==> src/rtl/pkt_write_unit.sv <==
// Ingress packet writer: allocates free blocks, writes words to the MMU, links the blocks, and emits one descriptor per packet.
// Optional PKT_WRITE_STATS_EN adds saturating accepted and dropped descriptor counters (oPktCnt, oDropCnt).
module pkt_write_unit #(
  parameter int unsigned ADDR_LENTH  = 12,
  parameter int unsigned DATA_WIDTH  = 32,
  parameter int unsigned BLOCK_WORDS = 16,
  parameter int unsigned MAX_BLOCKS  = 15
) (
  input  logic                  iClk,
  input  logic                  iRst,
  input  logic [DATA_WIDTH-1:0] iData,
  input  logic                  iDataVld,
  input  logic                  iDataLast,
  output logic                  oDataRdy,
  output logic                  oFreeAddrReq,
  input  logic [ADDR_LENTH-1:0] iFreeAddr,
  input  logic                  iFreeAddrVld,
  output logic [ADDR_LENTH-1:0] oLaddr,
  output logic [ADDR_LENTH-1:0] oLdata,
  output logic                  oLwrVld,
  input  logic                  iMmuRdy,
  output logic [ADDR_LENTH-1:0] oBlockAddr,
  output logic                  oMmuWriteReq,
  output logic [DATA_WIDTH-1:0] oMmuWriteData,
  output logic                  oMmuWriteLast,
  output logic [ADDR_LENTH-1:0] oPktFirAddr,
  output logic [3:0]            oPktBlockNum,
  output logic                  oPktDrop,
  output logic                  oPktFirAddrVld,
`ifdef PKT_WRITE_STATS_EN
  output logic [15:0]           oPktCnt,
  output logic [15:0]           oDropCnt,
`endif
  input  logic                  iPktFirAddrRdy
);

  localparam int unsigned WCW = (BLOCK_WORDS > 1) ? $clog2(BLOCK_WORDS) : 1;
  localparam logic [WCW-1:0] WC_LAST = WCW'(BLOCK_WORDS - 1);
  localparam logic [3:0] BLK_MAX = 4'(MAX_BLOCKS);

  typedef enum logic [2:0] {
    ST_IDLE    = 3'd0,
    ST_ALLOC   = 3'd1,
    ST_WRITE   = 3'd2,
    ST_DISCARD = 3'd3,
    ST_DESC    = 3'd4
  } state_t;

  state_t                state_q, state_d;
  logic [ADDR_LENTH-1:0] cur_q, cur_d;
  logic [ADDR_LENTH-1:0] prev_q, prev_d;
  logic [ADDR_LENTH-1:0] fir_q, fir_d;
  logic [3:0]            blk_q, blk_d;
  logic [WCW-1:0]        wcnt_q, wcnt_d;
  logic                  first_q, first_d;
  logic                  drop_q, drop_d;
  logic                  req_q, req_d;
  logic                  accept;

`ifdef PKT_WRITE_STATS_EN
  logic [15:0] pkt_cnt_q, pkt_cnt_d;
  logic [15:0] drop_cnt_q, drop_cnt_d;
`endif

  assign accept = iDataVld & iMmuRdy;

  // State and datapath registers
  always_ff @(posedge iClk) begin
    if (iRst) begin
      state_q    <= ST_IDLE;
      cur_q      <= '0;
      prev_q     <= '0;
      fir_q      <= '0;
      blk_q      <= '0;
      wcnt_q     <= '0;
      first_q    <= 1'b0;
      drop_q     <= 1'b0;
      req_q      <= 1'b0;
`ifdef PKT_WRITE_STATS_EN
      pkt_cnt_q  <= '0;
      drop_cnt_q <= '0;
`endif
    end else begin
      state_q    <= state_d;
      cur_q      <= cur_d;
      prev_q     <= prev_d;
      fir_q      <= fir_d;
      blk_q      <= blk_d;
      wcnt_q     <= wcnt_d;
      first_q    <= first_d;
      drop_q     <= drop_d;
      req_q      <= req_d;
`ifdef PKT_WRITE_STATS_EN
      pkt_cnt_q  <= pkt_cnt_d;
      drop_cnt_q <= drop_cnt_d;
`endif
    end
  end

  // Next state and datapath updates; first_q means the first block is already taken
  always_comb begin
    state_d = state_q;
    cur_d   = cur_q;
    prev_d  = prev_q;
    fir_d   = fir_q;
    blk_d   = blk_q;
    wcnt_d  = wcnt_q;
    first_d = first_q;
    drop_d  = drop_q;
    req_d   = 1'b0;
    unique case (state_q)
      ST_IDLE: begin
        if (iDataVld) begin
          req_d   = 1'b1;
          blk_d   = '0;
          first_d = 1'b0;
          drop_d  = 1'b0;
          state_d = ST_ALLOC;
        end
      end
      ST_ALLOC: begin
        if (iFreeAddrVld) begin
          cur_d = iFreeAddr;
          if (!first_q) begin
            fir_d   = iFreeAddr;
            first_d = 1'b1;
          end
          blk_d   = blk_q + 4'd1;
          wcnt_d  = '0;
          state_d = ST_WRITE;
        end
      end
      ST_WRITE: begin
        if (accept) begin
          wcnt_d = wcnt_q + WCW'(1);
          if (iDataLast) begin
            drop_d  = 1'b0;
            state_d = ST_DESC;
          end else if (wcnt_q == WC_LAST) begin
            if (blk_q < BLK_MAX) begin
              req_d   = 1'b1;
              prev_d  = cur_q;
              state_d = ST_ALLOC;
            end else begin
              state_d = ST_DISCARD;
            end
          end
        end
      end
      ST_DISCARD: begin
        if (iDataVld && iDataLast) begin
          drop_d  = 1'b1;
          state_d = ST_DESC;
        end
      end
      ST_DESC: begin
        if (iPktFirAddrRdy) state_d = ST_IDLE;
      end
      default: state_d = ST_IDLE;
    endcase
  end

`ifdef PKT_WRITE_STATS_EN
  // Saturating descriptor counters, bumped on acceptance
  always_comb begin
    pkt_cnt_d  = pkt_cnt_q;
    drop_cnt_d = drop_cnt_q;
    if ((state_q == ST_DESC) && iPktFirAddrRdy) begin
      if (drop_q) begin
        if (drop_cnt_q != 16'hFFFF) drop_cnt_d = drop_cnt_q + 16'd1;
      end else begin
        if (pkt_cnt_q != 16'hFFFF) pkt_cnt_d = pkt_cnt_q + 16'd1;
      end
    end
  end

  assign oPktCnt  = pkt_cnt_q;
  assign oDropCnt = drop_cnt_q;
`endif

  // Outputs; the MMU write path is a zero-latency pass-through of the ingress word
  always_comb begin
    oDataRdy       = 1'b0;
    oFreeAddrReq   = req_q;
    oLaddr         = '0;
    oLdata         = '0;
    oLwrVld        = 1'b0;
    oBlockAddr     = '0;
    oMmuWriteReq   = 1'b0;
    oMmuWriteData  = '0;
    oMmuWriteLast  = 1'b0;
    oPktFirAddr    = fir_q;
    oPktBlockNum   = blk_q;
    oPktDrop       = drop_q;
    oPktFirAddrVld = 1'b0;
    unique case (state_q)
      ST_ALLOC: begin
        if (iFreeAddrVld && first_q) begin
          oLwrVld = 1'b1;
          oLaddr  = prev_q;
          oLdata  = iFreeAddr;
        end
      end
      ST_WRITE: begin
        oDataRdy      = iMmuRdy;
        oMmuWriteReq  = accept;
        oMmuWriteData = iData;
        oBlockAddr    = cur_q;
        oMmuWriteLast = iDataLast | (wcnt_q == WC_LAST);
      end
      ST_DISCARD: oDataRdy = 1'b1;
      ST_DESC:    oPktFirAddrVld = 1'b1;
      default: ;
    endcase
  end

endmodule

==> config.mk <==
export PLATFORM = sky130hd
export DESIGN_NAME = pkt_write_unit
export DESIGN_NICKNAME = d
export VERILOG_FILES = /design/src/rtl/pkt_write_unit.sv
export SDC_FILE = /design/constraint.sdc
export NUM_CORES = 1
export LEC_CHECK = 0
export BUFFER_PORTS_ARGS = -buffer_cell sky130_fd_sc_hd__buf_2
export CAP_MARGIN = 20
export CORE_ASPECT_RATIO = 2
export CORE_MARGIN = 2
export CORE_UTILIZATION = 44
export DETAILED_ROUTE_END_ITERATION = 10
export PLACE_DENSITY_LB_ADDON = 0.15
export SYNTH_ARGS = -nofsm -noshare
export SYNTH_HDL_FRONTEND = slang
export SYNTH_SLANG_ARGS = --single-unit
==> constraint.sdc <==
create_clock -name iClk -period 2 [get_ports iClk]
set_input_delay 0.3 -clock iClk [delete_from_list [all_inputs] [get_ports iClk]]
set_output_delay 0.3 -clock iClk [all_outputs]
set_load 0.02 [all_outputs]
* Word level (Yosys, flattened, before mapping)
Index checks and enable logic that the tools add are counted.
Widths: inputs -> output; s select.
** Cells by class
- $add $sub $neg :: 2
- Magnitude comparators :: 1
- Bitwise logic cells :: 4
- Reduce and logical (&&, ||, !) cells :: 13
- Equal/unequal tests :: 12
- Mux-type cells :: 40
** Operators with widths (count)
- $mux 12 :: 5
- $mux 32 :: 1
- $mux 3 :: 7
- $mux 4 :: 4
- $pmux 4 s2 :: 2
- $mux 1 :: 15
- $pmux 3 s5 :: 1
- $ne 2x2->1 const B :: 6
- $reduce_and 5->1 :: 2
- $reduce_and 3->1 :: 3
- $add 4x1->4 const B :: 2
- $eq 3x2->1 const B :: 2
- $pmux 1 s2 :: 3
- $reduce_and 6->1 :: 1
- $eq 4x4->1 const B :: 1
- $lt 4x4->1 const B :: 1
- $reduce_bool 2->1 :: 2
- $eq 3x1->1 const B :: 1
- $eq 3x3->1 const B :: 1
- $logic_not 3->1 :: 1
- $ne 3x3->1 const B :: 1
- $pmux 1 s3 :: 1
- $reduce_bool 3->1 :: 1
- $logic_and 1x1->1 :: 2
- other kinds (5) :: 6
** Word-level totals
- Output and inout port bits :: 91
- Logic and storage cells :: 81
- Bits in registers :: 50
- Input bits :: 51

* Logic depth before layout (Yosys ltp)
- Depth in word-level cells :: 6
- Mapped depth :: 7
- Depth with buffers taken out :: 5

* Worst setup path before layout
OpenSTA, ideal clock, no wires.
- Path type :: register to output
- From :: reg state_q[0]
- To :: out oLaddr[0]
- Arrival :: 1.616 ns
- Stages on the path, launching flop included :: 6
- Path buffers :: 2
- Path slack :: 0.084 ns
- Required time :: 1.700 ns
- Path through :: dfxtp_1 buf_2 or3b_1 nor2_2 clkbuf_1 and3_1
** On the way
- Longest elaborated chain between the ends :: 2
** Ends and longest elaborated chain
- start: declaration :: RTL line 49 : state_t state_q, state_d;
- start signal: assignment :: RTL line 84 : state_q <= state_d;
- $eq 3x1->1 :: RTL line 196 : unique case (state_q)
- $mux 12 :: RTL line 196
- end: declaration :: RTL line 18 : output logic [ADDR_LENTH-1:0] oLaddr,
Every way passes these cells.

* Worst setup path after layout
- From :: reg state_q[0]
- To :: out oLdata[0]
** On the way
- Longest elaborated chain between the ends :: 2
** Ends and longest elaborated chain
- $eq 3x1->1 :: RTL line 196
- $mux 12 :: RTL line 196
- end: declaration :: RTL line 19 : output logic [ADDR_LENTH-1:0] oLdata,
Every way passes these cells.

==> summary.md <==
| Metric | Value |
|---|---|
| Hold_buf cts | `0` |
| Area growth syn-to-layout | `57.5%` |
| R2R Setup Slk | `roughly 0.080 ns` |
| CP max stage cell | `or3b_4` |
| Worst Skew | `around 0.0080 ns` |
| Post-layout nets | `between 500 and 600` |
| First-pass GRT wire length | `13000 um` |
| Detailed Route Iter0 Violations | `111` |
| Reg2reg path depth | `5` |
| Min Tclk post-route | `~2.1 ns` |
| Relative slew slack | `0.679` |
| Total grt overflow | `0` |
| Max-Cap Viols | `0` |
| Clock latency on the worst-skew pair | `roughly 0.31 ns` |
| WP depth | `6` |
| #FFs+latches synth | `50` |
| Crit Reg-Reg Endpoint | `state_q[0]` |
| Ports | `about 140` |
| Die Span X | `57.3 um` |
| Post-Syn Instances | `between 300 and 400` |
| Initial core utilization | `0.457` |
| CTS H-tree depth | `2` |
| DP Wirelength | `~5600 um` |
| Worst slew pin tran | `roughly 0.48 ns` |
| Area of the multi-input gates | `0.00147 mm2` |
| Crit path launch type | `flip-flop` |
| Syn_nets | `between 300 and 400` |
| Fraction of final layout cells sized beyond drive strength 1 | `0.427` |
| Fin crit share | `1.04` |
| DP Worst Slack | `0.211 ns` |
| Area after DPL | `roughly 0.0033 mm2` |
| Fmax | `between 400 and 500 MHz` |
| WL final | `around 8700 um` |
| Min Hold Slack | `around 0.25 ns` |
| Syn Std Cell Area | `roughly 0.0025 mm2` |
| Antenna violations before repair | `0` |
| Core box area | `0.00547 mm2` |
| Avg Inst Size Synth | `7.84 um2` |
| Worst Setup EP | `oLdata[0]` |
| Worst Slack Setup Final | `-0.0854 ns` |
| RR Startpoint | `state_q[0]` |
| WL/cell | `about 17 um` |
| Fill cells | `431` |
| Vias per std cell | `5.42` |
| Final Core Density | `0.720` |
| CP Max Fanout | `11` |
| 1st-pass router iterations | `4` |
| Die Ht | `around 110 um` |
| # rows | `38` |
| Max incr delay on CP | `around 0.40 ns` |
| RD Place Congestion | `about 0.95` |
| Arr. time, crit path | `around 1.8 ns` |
| CP Class | `flip-flop to output port` |
| Seq/Total Area, Yosys | `0.400` |
| Final Hold Violating Endpoints | `0` |
| PwrDens | `around 990 mW/mm2` |
| CP startpoint | `state_q[0]` |
| Number of synthesized flops with an enable pin | `0` |
| Peak VDD IR | `approximately 0.82 mV` |
| Post-synthesis cell type count | `36` |
| Setup violations, final | `17` |
| Unrepaired setup endpoints after global routing | `true` |
| IO Port Bufs | `approximately 140` |
| CP delay by family, top | `simple AND/OR/NAND/NOR gates` |
| Slew Limit Fails | `0` |
| Async S/R FF share, synth | `0` |
| Status | `finished, violations left` |
| Via count | `between 2000 and 3000` |
| Worst hold path depth | `3` |
| CTS tree | `built` |
| Cell repeated most along the worst path | `buf_12` |
| Register area | `between 0.001 and 0.0015 mm2` |
| Clock root cell | `clkbuf_8` |
| Clock sink count | `50` |
| Pleak | `1.97 nW` |
| Number of global-route vias before repair | `about 2700` |
| CP required | `1.70 ns` |
| Max clock buf depth | `2` |
| WP buf/inv | `3` |
| Ys flop type | `dfxtp_1` |
| Hold Path Class | `input pin to flip-flop` |
| CTS clk-pin slew, worst paths | `roughly 0.09 ns` |
| Pin count of the biggest net entering global routing | `40` |
| Antenna-violating nets left | `0` |
| Ant. Diodes | `0` |
| Crit path capture type | `output port` |
| # DRC | `0` |
| YS warnings | `0` |
| Cell area after layout | `0.00394 mm2` |
| CTS buffer count | `5` |
| Total power | `about 0.0039 W` |
| Total Routing Usage GR | `0.260` |
| Failing checks | `setup timing` |
| DIE AREA | `0.00634 mm2` |
| Crit path cell chain | `or3b_4 -> nor2_4 -> buf_12 -> buf_12 -> and3_1 -> buf_6` |
[logic make-up (layout without fill, tap and decap cells)]
group,Yosys count,in the layout,share of synthesized area
AND/OR/NAND/NOR,161,161,0.340
AO/OA/AOI/OAI,58,58,0.131
flip-flops,50,50,0.400
buffers and inverters,30,175,0.0470
multiplexers,15,15,0.0611
XOR/XNOR,3,3,0.0105
adder cells (fa/ha/maj),2,2,0.0100
[synth_stat cells, types with 2 or more instances]
cell type | count | area [um2]
a2111oi_0 | 2 | 17.5
a21oi_1 | 31 | 155
a31oi_1 | 2 | 12.5
and2_1 | 47 | 294
and3_1 | 25 | 156
buf_2 | 4 | 20.0
clkbuf_1 | 23 | 86.3
dfxtp_1 | 50 | 1000
ha_1 | 2 | 25.0
inv_1 | 3 | 11.3
mux2_2 | 2 | 22.5
mux2i_1 | 13 | 130
nand2_1 | 41 | 154
nand2b_1 | 3 | 18.8
nand3_1 | 3 | 15.0
nand4_1 | 2 | 12.5
nor2_1 | 24 | 90.1
nor2b_1 | 4 | 25.0
nor3_1 | 4 | 20.0
nor3b_1 | 2 | 15.0
o211ai_1 | 2 | 15.0
o21ai_0 | 15 | 75.1
xnor2_1 | 2 | 17.5
[layout make-up]
type,count,share of cell area
sequential,50,0.255
tap,60,0.0191
clock buffer,6,0.0210
inverter,3,0.00286
clock inverter,2,0.0153
multi-input combinational,239,0.374
timing repair buffer,164,0.313
[routing by layer]
layer	part of all wire	track usage	vias up
li1	-	-	1358
met3	0.053	0.0316	21
met2	0.56	0.487	131
met1	0.36	0.278	1329
met4	0.026	0.109	0
met5	0	0	-
[power by group]
part	switching [W]	total, W	internal, W
Combinational	0.00102	0.00186	0.000840
Clock	0.000343	0.000876	0.000533
Sequential	0.0000651	0.00116	0.00110
Total	0.00143	0.00390	0.00247
[tightest hold or removal path: stages]
cell	delay (ns)
buf_2	0.11
nand2_1	0.05
a21oi_1	0.05
[how the worst min path moves through the flow]
| stage | from | to | slack (ns) |
|---|---|---|---|
| 2_1_floorplan | iFreeAddr[0] | cur_q[0] | 0.44 |
| 3_3_place_gp | cur_q[10] | cur_q[10] | 0.46 |
| 3_5_place_dp | oPktFirAddr[9] | oPktFirAddr[9] | 0.46 |
| 4_1_cts | iFreeAddr[2] | oPktFirAddr[2] | 0.24 |
| 5_1_grt | iFreeAddr[10] | oPktFirAddr[10] | 0.25 |
| 6_report | iFreeAddr[2] | cur_q[2] | 0.25 |
[per-stage QoR]
step,setup TNS [ns],std cells
5_1_grt,-2.56,524
2_1_floorplan,0,319
3_3_place_gp,0,505
4_1_cts,-1.82,521
6_report,-0.941,524
3_5_place_dp,0,505
[cell usage in the layout, fill, tap and decap left out, types with 6 or more instances in the layout]
| cell type | instances |
|---|---|
| mux2i_1 | 13 |
| and2_4 | 7 |
| o21ai_0 | 15 |
| a21oi_1 | 31 |
| and3_1 | 16 |
| and2_1 | 40 |
| buf_4 | 46 |
| dfxtp_1 | 48 |
| nand2_1 | 41 |
| clkbuf_8 | 6 |
| and3_4 | 9 |
| buf_6 | 29 |
| nor2_1 | 23 |
| buf_2 | 83 |
[sequential cells by signal (all words and copies together) (netlist names)]
register / flops
cur_q: 12
oPktFirAddr: 12
prev_q: 12
oPktBlockNum: 4
wcnt_q: 4
state_q: 3
first_q: 1
oFreeAddrReq: 1
oPktDrop: 1
[timing repair]
action / 4_1_cts / 5_1_grt
resized for setup: 57 / 61
pin swaps: 1 / 2
cloned: 3 / 1
setup endpoints to repair: 42 / 65
setup buffers: 5 / 3
(Power assumes the default switching activity.)
